File: config.mk
export PLATFORM = sky130hd
export DESIGN_NAME = booth_mul_seq_flat
export DESIGN_NICKNAME = d
export VERILOG_FILES = /design/src/rtl/mul_pkg.sv /design/src/rtl/booth_mul_seq_if.sv /design/src/rtl/booth_digit_enc.sv /design/src/rtl/booth_mul_seq.sv /design/src/flat_wrapper.sv
export SDC_FILE = /design/constraint.sdc
export NUM_CORES = 1
export LEC_CHECK = 0
export CAP_MARGIN = 10
export CELL_PAD_IN_SITES_DETAIL_PLACEMENT = 1
export CELL_PAD_IN_SITES_GLOBAL_PLACEMENT = 2
export CORE_ASPECT_RATIO = 1.1
export CORE_MARGIN = 2
export CORE_UTILIZATION = 29
export CTS_CLUSTER_DIAMETER = 60
export DETAILED_ROUTE_END_ITERATION = 10
export GPL_ROUTABILITY_DRIVEN = 0
export GPL_TIMING_DRIVEN = 0
export MAX_ROUTING_LAYER = met4
export PLACE_DENSITY_LB_ADDON = 0.05
export SETUP_SLACK_MARGIN = 0.3
export SLEW_MARGIN = 20
export SYNTH_ARGS = -nofsm -noshare
export SYNTH_HDL_FRONTEND = slang
export SYNTH_SLANG_ARGS = --single-unit
export TNS_END_PERCENT = 1
File: constraint.sdc
create_clock -name clock -period 5.8 [get_ports clock]
set_clock_uncertainty 0.2 [all_clocks]
set_input_delay 1.16 -clock clock [delete_from_list [all_inputs] [get_ports clock]]
set_output_delay 1.16 -clock clock [all_outputs]
set_load 0.01 [all_outputs]
File: src/rtl/mul_pkg.sv
// mul_pkg: shared width, sequencer state and Booth digit operation encodings for booth_mul_seq
package mul_pkg;
  localparam int MUL_WIDTH = 32;
  typedef enum logic [1:0] {IDLE, RUN, DONE} state_t;
  typedef enum logic [2:0] {ZERO, POS1, POS2, NEG1, NEG2} booth_op_t;
endpackage

File: src/rtl/booth_mul_seq_if.sv
// booth_mul_seq_if: start/m_in/q_in request from control (master) and busy/done/hi_out/lo_out result from the multiplier (slave)
interface booth_mul_seq_if import mul_pkg::*; #(parameter int WIDTH = MUL_WIDTH);
  logic start;
  logic [WIDTH-1:0] m_in;
  logic [WIDTH-1:0] q_in;
  logic busy;
  logic done;
  logic [WIDTH-1:0] hi_out;
  logic [WIDTH-1:0] lo_out;
  modport master (output start, m_in, q_in, input busy, done, hi_out, lo_out);
  modport slave (input start, m_in, q_in, output busy, done, hi_out, lo_out);
endinterface

File: src/rtl/booth_digit_enc.sv
// booth_digit_enc: recodes a {q[i+1],q[i],q[i-1]} group into a Booth op and its WIDTH+2-bit sign-extended partial product of m (ports grp, m in; pp out)
module booth_digit_enc import mul_pkg::*; #(parameter int WIDTH = MUL_WIDTH) (
  input  logic [2:0]       grp,
  input  logic [WIDTH-1:0] m,
  output logic [WIDTH+1:0] pp
);
  booth_op_t op;
  logic [WIDTH+1:0] m1, m2;
  always_comb begin
    op = (grp == 3'b001 || grp == 3'b010) ? POS1 :
         (grp == 3'b011) ? POS2 :
         (grp == 3'b100) ? NEG2 :
         (grp == 3'b101 || grp == 3'b110) ? NEG1 : ZERO;
    m1 = {{2{m[WIDTH-1]}}, m};
    m2 = m1 << 1;
    pp = (op == POS1) ? m1 :
         (op == POS2) ? m2 :
         (op == NEG1) ? -m1 :
         (op == NEG2) ? -m2 : '0;
  end
endmodule

File: src/rtl/booth_mul_seq.sv
// booth_mul_seq: sequential radix-4 Booth signed multiplier (ports clock, reset, bus: booth_mul_seq_if.slave); MUL_ZERO_BYPASS_EN skips RUN for a zero operand
module booth_mul_seq import mul_pkg::*; #(
  parameter int WIDTH = MUL_WIDTH,
  parameter int DIGITS_PER_CYCLE = 1
) (
  input logic clock,
  input logic reset,
  booth_mul_seq_if.slave bus
);
  localparam int N = WIDTH / (2 * DIGITS_PER_CYCLE);
  localparam int PW = 2 * WIDTH + 3;
  localparam int CW = $clog2(N + 1);
  state_t state;
  logic [CW-1:0] cnt;
  logic [WIDTH-1:0] m;
  logic [PW-1:0] p, p_nxt;
  logic [WIDTH+1:0] pp [DIGITS_PER_CYCLE];
  logic byp;
  for (genvar d = 0; d < DIGITS_PER_CYCLE; d++) begin : g_enc
    booth_digit_enc #(.WIDTH(WIDTH)) u_enc (.grp(p[2*d+2:2*d]), .m(m), .pp(pp[d]));
  end
`ifdef MUL_ZERO_BYPASS_EN
  assign byp = (bus.m_in == '0) || (bus.q_in == '0);
`else
  assign byp = 1'b0;
`endif
  // p = {acc[WIDTH+1:0], Q, q[-1]}; the encoders read the stage-d group straight from p because additions only touch the top bits
  always_comb begin
    p_nxt = p;
    for (int d = 0; d < DIGITS_PER_CYCLE; d++) begin
      p_nxt[PW-1:WIDTH+1] = p_nxt[PW-1:WIDTH+1] + pp[d];
      p_nxt = PW'($signed(p_nxt) >>> 2);
    end
  end
  always_ff @(posedge clock) begin
    if (reset) begin
      state <= IDLE;
      cnt <= '0;
      m <= '0;
      p <= '0;
      bus.busy <= 1'b0;
      bus.done <= 1'b0;
      bus.hi_out <= '0;
      bus.lo_out <= '0;
    end else begin
      bus.done <= 1'b0;
      case (state)
        IDLE: if (bus.start) begin
          m <= bus.m_in;
          p <= byp ? '0 : {{(WIDTH+2){1'b0}}, bus.q_in, 1'b0};
          cnt <= CW'(N);
          state <= byp ? DONE : RUN;
          bus.busy <= 1'b1;
        end
        RUN: begin
          p <= p_nxt;
          cnt <= cnt - 1'b1;
          if (cnt == CW'(1)) state <= DONE;
        end
        DONE: begin
          bus.hi_out <= p[2*WIDTH:WIDTH+1];
          bus.lo_out <= p[WIDTH:1];
          bus.done <= 1'b1;
          bus.busy <= 1'b0;
          state <= IDLE;
        end
        default: state <= IDLE;
      endcase
    end
  end
endmodule

File: src/flat_wrapper.sv
// flat-port wrapper written by rule: the top's interface ports become plain ports
module booth_mul_seq_flat import mul_pkg::*;
#(
  parameter int WIDTH = MUL_WIDTH,
  parameter int DIGITS_PER_CYCLE = 1
)
  (clock, reset, bus_start, bus_m_in, bus_q_in, bus_busy, bus_done, bus_hi_out, bus_lo_out);
  booth_mul_seq_if #(.WIDTH(WIDTH)) bus_i ();
  input logic clock;
  input logic reset;
  input wire logic [$bits(bus_i.start)-1:0] bus_start;
  input wire logic [$bits(bus_i.m_in)-1:0] bus_m_in;
  input wire logic [$bits(bus_i.q_in)-1:0] bus_q_in;
  output wire logic [$bits(bus_i.busy)-1:0] bus_busy;
  output wire logic [$bits(bus_i.done)-1:0] bus_done;
  output wire logic [$bits(bus_i.hi_out)-1:0] bus_hi_out;
  output wire logic [$bits(bus_i.lo_out)-1:0] bus_lo_out;
  assign bus_i.start = bus_start;
  assign bus_i.m_in = bus_m_in;
  assign bus_i.q_in = bus_q_in;
  assign bus_busy = bus_i.busy;
  assign bus_done = bus_i.done;
  assign bus_hi_out = bus_i.hi_out;
  assign bus_lo_out = bus_i.lo_out;
  booth_mul_seq #(.WIDTH(WIDTH), .DIGITS_PER_CYCLE(DIGITS_PER_CYCLE)) u_core (.clock(clock), .reset(reset), .bus(bus_i));
endmodule
==> impl_metrics.yaml, run 1 <==
timing:
  fmaxAchievable_mhz: 182
  hold_viol_final: 0
  rsz0062_at_grt: "yes"
  maxSlewHeadroom_pct: 33.8
  fin_crit_ns: 5.50
  slew_viol_final: 0
  min_period_over_period_pct: 94.9
  fin_setup_tns_ns: 0
  fin_ws_ns: 0.297
  worstMarginPinSlew_ns: 0.989
  setup_viol_count_final: 0
routing:
  drtIter0Drc: 518
  routed_via_density: 5.41
  wl_per_cell_um: 20.9
  drc: 0
  wl_um: 36500
  dr.pass1.iters: 4
  ant_nets: 0
  vias: 9449
clock_network:
  cts_sinks: 170
  cts_tree: "built"
  clock_latency_ns: 0.46
  path_clk_slew_ns: 0.07
  htree_levels: 4
  clockBufferDepth: 2
  cts_root_buffer: "clkbuf_16"
  cts_buffers: 17
synthesis:
  synth.most_common_cell: "nand2_1"
  synth_cells: 1157
  synthTopCellsByCount: "nand2_1, dfxtp_1, a21oi_1, clkbuf_1"
  yosysTopAreaCellShare_pct: 36.5
  async_flop_share_pct: 0
  synth-edff-count: 0
  synthDistinctLibCells: 62
  synth.area.top_cells: "dfxtp_1, a21oi_1, nand2_1, a22o_1, ha_1"
  syn-num-nets: 1261
  ys.flop_type: "dfxtp_1"
  yosysTopAreaCell: "dfxtp_1"
  seq_area_frac_synth_pct: 36.5
  netlist_area_sq_um: 9330
  synth_warnings: 0
  ys_ff_latch: 170
  syn_avg_cell_area_sq_um: 8.06
pwr:
  p_int_mw: 2.25
  power_density_nw_per_um2: 282
  power_frac_comb_pct: 25.8
  power_frac_seq_pct: 37.7
  ir_drop_mv: 0.221
  power.switching_mw: 1.15
  switching_share_pct: 33.9
  clkPwrFrac_pct: 36.5
  leakage_nw: 4.58
layout:
  num-fill-cells: 3810
  synthToLayoutAreaGrowth_pct: 29.1
  drive_gt1_share_pct: 7.92
  multi_input_area_sq_um: 5710
  final_nets: 1418
  antenna_cells: 0
  regArea_sq_um: 3400
setup_path:
  crit_path_cell_trace: "buf_4, or4_4, or3_4, or3_4, or3_4, or3_4, xor2_2, a221o_1, a21oi_2, nor2_2, ha_4, buf_4, nand4_1, o221ai_2, a21oi_2, o22ai_2, o31ai_4, o31ai_4, or4_4, nand3_2, o211ai_1"
  cp-start-kind: "flop"
  crit_family: "simple AND/OR/NAND/NOR gates"
  cp.buffers_inverters: 2
  cpMaxStageDelayCell: "or4_4"
  critPathKind: "flop to flop"
  cp_max_fo: 7
  cp.arrival_ns: 5.64
  cp_common_cell: "or3_4"
  critPathCaptureType: "flop"
  crit_required_ns: 5.94
  slowest_delay_ns: 0.55
global_route:
  grtUsageTotal_pct: 22.7
  antenna_found_initial: 0
  first_global_vias: 9716
  grt_max_degree: 17
  grt_first_pass_wirelength_um: 57100
  overflow: 0
worst_hold_path:
  hold_class: "flop to flop"
status:
  status: "finished, final reports clean"
flow_run:
  cap_violations: 0
floorplan:
  io_pins: 133
  core_area_sq_um: 31600
  rows: 68
  die_h_um: 192
  die_x_um: 175
  die_area_sq_um: 33600
  start_util_pct: 29.6
placed_design:
  post-place-ws_ns: -0.613
  dp_hpwl_um: 27100
  numPortBuffers: 132
worst paths after layout:
path,slack (ns),start,cells past startpoint,endpoint
hold / removal,0.27,u_core.cnt[4],1,u_core.cnt[4]
setup / recovery,0.30,u_core.m[4],21,u_core.p[65]
setup reg to reg,0.30,u_core.m[4],21,u_core.p[65]
hold reg to reg,0.27,u_core.cnt[4],1,u_core.cnt[4]
power groups by stage:
| stage | logic, mW | registers [mW] | clock network, mW |
|---|---|---|---|
| after global routing | 0.964 | 1.29 | 1.33 |
| after detailed placement | 0.835 | 1.31 | 0 |
| after CTS | 0.868 | 1.28 | 1.28 |
| final | 0.876 | 1.28 | 1.24 |
| after floorplan | 0.558 | 1.29 | 0 |
| after global placement | 0.831 | 1.31 | 0 |
per-stage QoR:
stage / instance area (sq um) / total power [mW] / std cells / utilization [%] / hold WS [ns]
CTS: 12000 / 3.43 / 1744 / 38.0 / 0.277
floorplan: 9330 / 1.84 / 1157 / - / 0.234
detailed placement: 11200 / 2.14 / 1709 / 35.4 / 0.253
global route: 12000 / 3.58 / 1746 / 38.2 / 0.293
finish: 12000 / 3.40 / 1746 / 38.2 / 0.272
global placement: 11200 / 2.14 / 1709 / 35.4 / 0.250
routing by layer:
layer  GRT usage (%)  share of wire (%)
met5               -                  0
met2            38.4                 49
met3            3.29                3.2
met4            5.99                1.4
met1            28.4                 47
sequential cells by signal, summed over array words and instances (netlist names):
name and count:
u_core.state 2, u_core.m 32, u_core.cnt 5, u_core.bus.hi_out 32, u_core.bus.busy 1, u_core.bus.lo_out 32, u_core.bus.done 1, u_core.p 65
placed cells by master (no fill, tap or decap), types with 9 or more instances in the layout:
master | synthesis | final
nand2b_1 | 12 | 11
nand2_1 | 173 | 173
xor2_1 | 31 | 28
a22o_1 | 64 | 64
a21oi_1 | 138 | 129
inv_1 | 17 | 17
nor2_1 | 64 | 62
nor2b_1 | 10 | 10
dfxtp_1 | 170 | 170
o21ai_0 | 37 | 34
clkdlybuf4s50_1 | 0 | 132
a21o_1 | 18 | 18
a221oi_1 | 19 | 18
clkbuf_1 | 78 | 78
o21a_1 | 9 | 9
nor3_1 | 17 | 15
ha_1 | 36 | 34
a22oi_1 | 35 | 35
or3_1 | 13 | 11
or4_1 | 10 | 9
o22ai_1 | 29 | 28
clkbuf_16 | 0 | 17
xnor2_1 | 25 | 25
nand3_1 | 27 | 25
a31o_2 | 17 | 17
what timing repair did:
action	4_1_cts	5_1_grt
hold endpoints to repair	0	0
pin swaps	8	11
hold buffers	0	0
buffers inserted	4	2
resized for setup	28	16
endpoints found under the setup margin	9	11
final cells by class:
type	count	area share (%)
Sequential cell	170	28.3
Timing Repair Buffer	138	11.3
Buffer	91	3.00
Clock buffer	18	3.56
Inverter	18	0.561
Multi-Input combinational cell	878	47.4
Tap cell	420	4.36
Clock inverter	13	1.54
logic make-up (layout without fill, tap and decap cells):
| group | after synthesis | after routing | share of synthesized area, % |
|---|---|---|---|
| AO/OA/AOI/OAI | 425 | 425 | 30.8 |
| multiplexers | 4 | 4 | 0.429 |
| buffers and inverters | 109 | 278 | 4.56 |
| XOR/XNOR | 56 | 56 | 5.26 |
| flip-flops | 170 | 170 | 36.5 |
| AND/OR/NAND/NOR | 356 | 356 | 17.4 |
| adder cells (fa/ha/maj) | 37 | 37 | 5.04 |
Note: power is estimated with default switching activity, not from simulation.
==> run 2: changes to the inputs <==
--- a/config.mk
+++ b/config.mk
@@ -18,6 +18,7 @@
 export MAX_ROUTING_LAYER = met4
 export PLACE_DENSITY_LB_ADDON = 0.05
 export SETUP_SLACK_MARGIN = 0.3
+export SKIP_LAST_GASP = 1
 export SLEW_MARGIN = 20
 export SYNTH_ARGS = -nofsm -noshare
 export SYNTH_HDL_FRONTEND = slang
==> results of run 2 <==
The final DEF is identical to that of run 1; final timing and power are the same.
==> run 3: changes to the inputs <==
--- a/config.mk
+++ b/config.mk
@@ -10,7 +10,8 @@
 export CELL_PAD_IN_SITES_GLOBAL_PLACEMENT = 2
 export CORE_ASPECT_RATIO = 1.1
 export CORE_MARGIN = 2
-export CORE_UTILIZATION = 29
+export CORE_UTILIZATION = 30
+export CTS_BUF_LIST = sky130_fd_sc_hd__clkbuf_8
 export CTS_CLUSTER_DIAMETER = 60
 export DETAILED_ROUTE_END_ITERATION = 10
 export GPL_ROUTABILITY_DRIVEN = 0
==> run 3 against run 2 <==
Against the previous run: non-clock buffer count is 1 lower; critical path depth shrank 1; combinational power barely moved; maximum frequency grew 0.86%; highest routed layer unchanged.
==> impl_metrics.yaml, run 3 (synthesis results as in run 1) <==
pwr:
  power.switching_mw: 1.09
  power_frac_comb_pct: 28.5
  p_int_mw: 1.99
  power_frac_seq_pct: 41.6
  ir_drop_mv: 0.126
  leakage_nw: 4.52
  switching_share_pct: 35.5
  clkPwrFrac_pct: 29.9
  power_density_nw_per_um2: 260
flow_run:
  cap_violations: 0
timing:
  worstMarginPinSlew_ns: 0.932
  hold_viol_final: 0
  setup_viol_count_final: 0
  fin_crit_ns: 5.46
  fin_ws_ns: 0.344
  slew_viol_final: 0
  maxSlewHeadroom_pct: 37.6
  fmaxAchievable_mhz: 183
  min_period_over_period_pct: 94.1
  rsz0062_at_grt: "yes"
global_route:
  grtUsageMet2_pct: 37.6
  grt_first_pass_wirelength_um: 55400
  grt_use_met1_pct: 28.3
  grtUsageTotal_pct: 22.7
  grtUsageMet3_pct: 4.41
  overflow: 0
  busiest_layer: "met2"
  first_global_vias: 9643
  antenna_found_initial: 1
  grt_max_degree: 17
setup_path:
  cp_common_cell: "or3_4"
  cp.arrival_ns: 5.66
  r2r_setup_slack_ns: 0.34
  critPathKind: "flop to flop"
  reg2reg_depth: 20
  crit_family: "simple AND/OR/NAND/NOR gates"
  crit_cells: 20
  cp.buffers_inverters: 1
  reg2reg_to: "u_core.p[65]"
  crit_required_ns: 6.00
  cp_max_fo: 8
  slowest_delay_ns: 0.54
  critPathCaptureType: "flop"
  crit_path_cell_trace: "buf_6, or4_4, or3_4, or3_4, or3_4, or3_4, xor2_2, a221o_1, a21oi_2, nor2_4, ha_4, nand4_1, nor3_4, nand4_1, a31oi_4, o31ai_4, o21ai_1, a221oi_1, xnor2_1, o211ai_1"
  cp-start-kind: "flop"
  r2r-start: "u_core.m[3]"
  cpMaxStageDelayCell: "or4_4"
routing:
  wl_um: 35300
  routed_via_density: 5.33
  wl_per_cell_um: 20.3
  ant_nets: 0
  vias: 9269
  dr.pass1.iters: 5
  drc: 0
  drtIter0Drc: 454
layout:
  synthToLayoutAreaGrowth_pct: 26.9
  final_cell_mix: "nand2_1, dfxtp_1, clkdlybuf4s50_1"
  fin_area_sq_um: 11800
  final_nets: 1417
  antenna_cells: 0
  num-fill-cells: 3748
  drive_gt1_share_pct: 7.77
  final_common_cell: "nand2_1"
  final_cells: 1739
  largest_register: "u_core.p"
  largest_reg_flops: 65
clock_network:
  cts_tree: "built"
  clockBufferDepth: 2
  path_clk_slew_ns: 0.09
  cts_sinks: 170
  clock_latency_ns: 0.49
  cts_buffers: 17
  postCtsHoldBufs: 0
  cts_root_buffer: "clkbuf_8"
  htree_levels: 4
worst_hold_path:
  hold_class: "flop to flop"
  hold_end: "u_core.cnt[4]"
  min_from: "u_core.cnt[4]"
  hold_depth: 1
floorplan:
  core_area_sq_um: 30500
  die_x_um: 172
  die_area_sq_um: 32500
  io_pins: 133
  die_h_um: 189
  rows: 67
  start_util_pct: 30.6
status:
  status: "finished, final reports clean"
placed_design:
  post-place-ws_ns: -0.588
  dpl_cell_area_sq_um: 11200
  dp_hpwl_um: 26700
  placed_cells: 1703
  numPortBuffers: 132
## run 3: cell types whose count changed in the layout (fill, tap and decap cells not counted), moves of 2 or more
cell,before,now
clkbuf_8,0,17
clkbuf_1,78,76
a21oi_4,2,4
a21oi_1,129,125
inv_1,17,20
nand3_1,25,27
clkbuf_16,17,0
a21oi_2,7,9
o21ai_1,3,1
nand3_2,2,0
o21ai_0,34,36
## run 3: per-layer routing
layer | up-vias | part of all wire (%)
met2 | 162 | 48
met4 | 0 | 1.4
met5 | - | 0
li1 | 4557 | -
met3 | 25 | 4.1
met1 | 4525 | 46
## run 3: how the worst max path moves through the flow
stage                              end   startpoint
final                     u_core.p[65]  u_core.m[3]
after global routing      u_core.p[65]  u_core.m[3]
after floorplan           u_core.p[65]  u_core.m[3]
after CTS                 u_core.p[63]  u_core.m[4]
after detailed placement  u_core.p[65]  u_core.m[4]
after global placement    u_core.p[65]  u_core.m[4]
## run 3: worst register-to-register path: cells and delay by family (launching register included)
kind	cells	cell delay, ns
buf+inv	1	0.13
compound gates	7	1.39
simple gates	9	2.69
xor+xnor	2	0.32
fa+ha+maj	1	0.32
flops	1	0.32
## run 3: final cells by class
class,count,area [sq um],area share [%]
multi-input combinational,878,5730,48.3
clock buffer,17,234,1.98
buffer,91,363,3.06
sequential,170,3400,28.7
inverter,18,67.6,0.571
timing repair buffer,137,1360,11.5
clock inverter,14,171,1.45
tap,414,518,4.37
## run 3: repair_timing
item,4_1_cts,5_1_grt
endpoints found under the hold margin,0,0
endpoints found under the setup margin,6,13
pin swaps,7,13
cloned,0,0
gates resized for setup,29,20
buffers inserted,4,1
## run 3: stage by stage
stage | TNS [ns] | hold slack (ns) | utilization [%] | total power [mW]
finish | 0 | 0.278 | 38.8 | 3.08
detailed placement | -1.24 | 0.254 | 36.6 | 2.14
global placement | -1.28 | 0.248 | 36.6 | 2.14
global route | 0 | 0.297 | 38.8 | 3.25
floorplan | 0 | 0.234 | - | 1.84
CTS | 0 | 0.276 | 38.5 | 3.10
## run 3: power groups by stage
stage | clock [mW] | sequential, mW | combinational (mW)
2_1_floorplan | 0 | 1.29 | 0.558
3_3_place_gp | 0 | 1.31 | 0.833
3_5_place_dp | 0 | 1.31 | 0.837
4_1_cts | 0.949 | 1.28 | 0.866
5_1_grt | 0.992 | 1.29 | 0.969
6_report | 0.921 | 1.28 | 0.877
